File: src/rtl/rename_free_list_ctrl.sv
// Physical-register free list for the 2-wide rename stage: speculative head for
// allocation, committed head for flush recovery, tail for releases from commit.
module rename_free_list_ctrl #(
    parameter int unsigned NUM_ARCH = 32,
    parameter int unsigned NUM_PREG = 64,
    parameter int unsigned TAG_W    = 6
) (
    input  logic                                     Clk,
    input  logic                                     Rst,
    input  logic                                     Flush,
    input  logic                                     Stall,
    input  logic [1:0]                               Alloc_Req,
    output logic                                     Alloc_Grant,
    output logic [TAG_W-1:0]                         Alloc_Tag0,
    output logic [TAG_W-1:0]                         Alloc_Tag1,
    output logic                                     Alloc_Stall,
    input  logic [1:0]                               Cmt_Alloc,
    input  logic [1:0]                               Rel_Valid,
    input  logic [TAG_W-1:0]                         Rel_Tag0,
    input  logic [TAG_W-1:0]                         Rel_Tag1,
    output logic [$clog2(NUM_PREG-NUM_ARCH):0]       Free_Cnt,
    output logic                                     Err
);

    localparam int unsigned DEPTH = NUM_PREG - NUM_ARCH;
    localparam int unsigned IDX_W = $clog2(DEPTH);
    localparam int unsigned PTR_W = IDX_W + 1;

    logic [TAG_W-1:0] entry [DEPTH];
    logic [PTR_W-1:0] h, c, t;
    logic             err_q;

    logic [1:0]       n;
    logic [PTR_W-1:0] free_cnt;
    logic [PTR_W-1:0] h_p1;
    logic             grant;
    logic [PTR_W-1:0] h_adv;
    logic [1:0]       cmt;
    logic             cmt_illegal;
    logic             cmt_over;
    logic [PTR_W-1:0] c_next;
    logic [PTR_W-1:0] h_next;
    logic             rel0_ok, rel1_ok, rel_drop;
    logic [PTR_W-1:0] t1, t_next;

    assign n        = {1'b0, Alloc_Req[0]} + {1'b0, Alloc_Req[1]};
    assign free_cnt = t - h;
    assign h_p1     = h + PTR_W'(1);
    assign Free_Cnt = free_cnt;
    assign Err      = err_q;

    // All-or-nothing grant; flush dominates both grant and stall request
    always_comb begin
        grant       = 1'b0;
        Alloc_Grant = 1'b0;
        Alloc_Stall = 1'b0;
        Alloc_Tag0  = '0;
        Alloc_Tag1  = '0;
        if (!Rst) begin
            grant       = (n != 2'd0) && !Stall && !Flush && (free_cnt >= PTR_W'(n));
            Alloc_Grant = grant;
            Alloc_Stall = (n != 2'd0) && (free_cnt < PTR_W'(n)) && !Flush;
            if (Alloc_Req[0]) begin
                Alloc_Tag0 = entry[h[IDX_W-1:0]];
                Alloc_Tag1 = entry[h_p1[IDX_W-1:0]];
            end else begin
                Alloc_Tag0 = entry[h[IDX_W-1:0]];
                Alloc_Tag1 = entry[h[IDX_W-1:0]];
            end
        end
    end

    // Commit head advance, saturating at the post-grant speculative head
    always_comb begin
        h_adv       = h + (grant ? PTR_W'(n) : PTR_W'(0));
        cmt_illegal = (Cmt_Alloc == 2'd3);
        cmt         = cmt_illegal ? 2'd2 : Cmt_Alloc;
        cmt_over    = PTR_W'(cmt) > (h_adv - c);
        c_next      = cmt_over ? h_adv : (c + PTR_W'(cmt));
        h_next      = Flush ? c_next : h_adv;
    end

    // Releases land at the tail in port order; overfilling ones are dropped
    always_comb begin
        rel0_ok  = Rel_Valid[0] && ((t - c) < PTR_W'(DEPTH));
        t1       = t + PTR_W'(rel0_ok);
        rel1_ok  = Rel_Valid[1] && ((t1 - c) < PTR_W'(DEPTH));
        t_next   = t1 + PTR_W'(rel1_ok);
        rel_drop = (Rel_Valid[0] && !rel0_ok) || (Rel_Valid[1] && !rel1_ok);
    end

    always_ff @(posedge Clk) begin
        if (Rst) begin
            for (int i = 0; i < int'(DEPTH); i++) begin
                entry[i] <= TAG_W'(NUM_ARCH + i);
            end
            h     <= '0;
            c     <= '0;
            t     <= PTR_W'(DEPTH);
            err_q <= 1'b0;
        end else begin
            if (rel0_ok) entry[t[IDX_W-1:0]]  <= Rel_Tag0;
            if (rel1_ok) entry[t1[IDX_W-1:0]] <= Rel_Tag1;
            h     <= h_next;
            c     <= c_next;
            t     <= t_next;
            err_q <= err_q | cmt_illegal | cmt_over | rel_drop;
        end
    end

endmodule

File: config.mk
export PLATFORM = sky130hd
export DESIGN_NAME = rename_free_list_ctrl
export DESIGN_NICKNAME = d
export VERILOG_FILES = /design/src/rtl/rename_free_list_ctrl.sv
export SDC_FILE = /design/constraint.sdc
export NUM_CORES = 1
export LEC_CHECK = 0
export CAP_MARGIN = 30
export CELL_PAD_IN_SITES_DETAIL_PLACEMENT = 0
export CELL_PAD_IN_SITES_GLOBAL_PLACEMENT = 1
export CORE_UTILIZATION = 48
export CTS_BUF_LIST = sky130_fd_sc_hd__clkbuf_2 sky130_fd_sc_hd__clkbuf_4 sky130_fd_sc_hd__clkbuf_8
export DETAILED_ROUTE_END_ITERATION = 10
export GPL_TIMING_DRIVEN = 0
export PLACE_DENSITY_LB_ADDON = 0.15
export SLEW_MARGIN = 20
export SYNTH_ARGS = -nofsm -noshare
export SYNTH_HDL_FRONTEND = slang
export SYNTH_SLANG_ARGS = --single-unit
File: constraint.sdc
create_clock -name Clk -period 5.4 [get_ports Clk]
set_clock_uncertainty 0.05 [all_clocks]
set_input_delay 0.81 -clock Clk [delete_from_list [all_inputs] [get_ports Clk]]
set_output_delay 0.81 -clock Clk [all_outputs]
set_load 0.05 [all_outputs]
==> impl_metrics.tcl <==
set metrics [dict create \
    drtPass1Iterations 11 \
    grt_overflow_total 0 \
    gp_congestion 1.03 \
    synthCells 1332 \
    pin_count 43 \
    worst_path_largest_cell_delay_ns 0.75 \
    fin_hold_ws_ns 0.508 \
    setup_viol 0 \
    yosys_warnings 0 \
    cts_buffers 40 \
    syn2layout_area_growth_pct 14.0 \
    crit_arrival_ns 4.48 \
    violations "DRC" \
    final_nets 1498 \
    first_global_vias 12900 \
    die-area_sq_um 32300 \
    hold_viol 0 \
    hold_path.class "reg -> reg" \
    final_cell_count_no_fill 1864 \
    hold_buffers 0 \
    clock-sinks 211 \
    pre_cts_ws_ns -1.52 \
    die_h_um 180 \
    slowest_stage "clkdlybuf4s50_1" \
    grt_pass1_wl_um 93200 \
    htreeDepth 2 \
    drt_iter0_drc 2208 \
    seqCellArea_sq_um 6160 \
    die_w_um 180 \
    synth_area_per_cell_sq_um 11.4 \
    num_rows 64 \
    seq_area_frac_synth_pct 40.5 \
    cts_tree "built" \
    dp_cells 1765 \
    drive_gt1_share_pct 27.0 \
    whs_path_depth 2 \
    worstPathRequired_ns 4.54 \
    period_share_pct 99.0 \
    fin_area_sq_um 17300 \
    antenna_found_initial 1 \
    drt_wl_total_um 66600 \
    cts_root_buf "clkbuf_8" \
    total_power_w 0.00768 \
    wire_per_inst_um 35.7 \
    r2r_slack_ns 0.13 \
    layout_setup_ws_ns 0.0551 \
    setup.worst_path.class "reg -> out" \
    cp-start-kind "flop" \
    final_common_cell "edfxtp_1" \
    worstMarginPinSlew_ns 1.12 \
    power_leakage_nw 5.48 \
    synth_seq_cells 211 \
    clock_latency_ns 0.55 \
    mostFrequentLayoutCells "edfxtp_1 (192), nand2_1 (135), mux2_2 (105), nor2_1 (95), mux4_2 (85)" \
    finalCriticalPeriod_ns 5.34 \
    path_cells "buf_4 > buf_2 > buf_2 > mux4_2 > mux2i_1 > o22ai_1 > nor4_1 > a211oi_1 > clkdlybuf4s50_1" \
    synth_ff_type "edfxtp_1" \
    vias_per_cell 7.19 \
    relSlewSlack_pct 25.3 \
    num_antenna_cells 0 \
    fillCellCount 2674 \
    synth_top_area_share_pct 38.0 \
    path_clk_slew_ns 0.06 \
    power_density_nw_per_um2 444 \
    fmax_mhz 187 \
    cp_common_cell "buf_2" \
    antenna_left 0 \
    synth_nets 1391 \
    hpwl_um 49200 \
    start_util_pct 49.2 \
    synth_area_leaders "edfxtp_1 (38%), mux4_2 (13%), mux2_2 (7.9%)" \
    grt_max_degree 20 \
    netlist_area_sq_um 15200 \
    path_max_fanout 10 \
    clk_path_buf_depth 3 \
    r2r_cells 19 \
    endpoint_kind "output pin" \
    core_sq_um 30800 \
    portBuffers 36 \
    synth-edff-count 192 \
    grt_usage_pct 41.0 \
    dr_total_vias 13400 \
    synthArstFlopShare_pct 0 \
    cap_violations 0 \
    multi_input_area_sq_um 8560 \
    outcome "finished, violations left" \
    ir_drop_v 0.000318 \
    placed_area_sq_um 16100 \
    synth_top_area_cell "edfxtp_1" \
    slew_viol_final 0 \
    post-route-drc-count 5 \
    ys_types 66 \
]
-- logic make-up (layout without fill, tap and decap cells) --
| family | Yosys count | count (layout) | synth area share, % |
|---|---|---|---|
| adder cells (fa/ha/maj) | 37 | 37 | 3.25 |
| flip-flops | 211 | 211 | 40.5 |
| multiplexers | 252 | 252 | 24.5 |
| XOR/XNOR | 32 | 32 | 2.33 |
| AO/OA/AOI/OAI | 232 | 232 | 11.3 |
| buffers and inverters | 156 | 292 | 4.43 |
| AND/OR/NAND/NOR | 412 | 412 | 13.7 |
-- state kept, by name (all words and copies together) (netlist names) --
name,flops
Err,1
entry,192
t,6
c,6
h,6
-- final cells by class --
cell class	count	area share, %
tap	396	2.86
clock inverter	17	0.441
clock buffer	54	3.79
inverter	30	0.723
sequential	211	35.6
timing repair buffer	68	3.52
buffer	123	3.52
multi-input combinational	965	49.5
-- cell usage after synthesis (20+ instances only) --
cell type	instances
a22oi_1	20
a31oi_1	30
buf_2	36
clkbuf_1	67
edfxtp_1	192
ha_1	33
inv_1	26
mux2_2	107
mux2i_1	58
mux4_2	85
nand2_1	135
nand3_1	44
nand4_1	29
nor2_1	95
o211ai_1	32
o31ai_1	29
-- critical path: cells and delay by family (launching register included) --
kind	cells	cell delay (ns)
multiplexers	2	0.74
AO/OA/AOI/OAI	2	0.35
buffers and inverters	4	2.05
AND/OR/NAND/NOR	1	0.43
flip-flops	1	0.39
-- worst paths after layout --
check / from / to
max: h[0] / Alloc_Tag1[1]
min: Err / Err
max reg2reg: h[2] / h[4]
min reg2reg: Err / Err
-- per-stage QoR --
step	setup TNS, ns	util (%)
global route	-0.0505	56.1
global placement	-396.47	52.3
floorplan	0	-
finish	0	56.1
CTS	0	55.3
detailed placement	-395.32	52.4
-- power by group --
part | leakage, nW | internal [W] | switching (W) | total [W]
registers | 1.75 | 0.00188 | 0.0000924 | 0.00197
logic | 3.35 | 0.00148 | 0.00273 | 0.00421
clock network | 0.387 | 0.000787 | 0.000712 | 0.00150
-- routing by layer --
| metal | global-route usage, % | vias up | share of wire [%] |
|---|---|---|---|
| li1 | - | 5426 | - |
| met1 | 52.2 | 6572 | 36 |
| met2 | 61.4 | 1169 | 43 |
| met3 | 15.7 | 233 | 16 |
| met4 | 19.3 | 0 | 5.5 |
| met5 | 0 | - | 0 |
-- timing repair --
item,in CTS,in global routing
endpoints found under the hold margin,0,0
buffers inserted,13,17
endpoints found under the setup margin,405,243
gates resized for setup,20,36
pin swaps,11,10
Note: power is estimated with default switching activity, not from simulation.
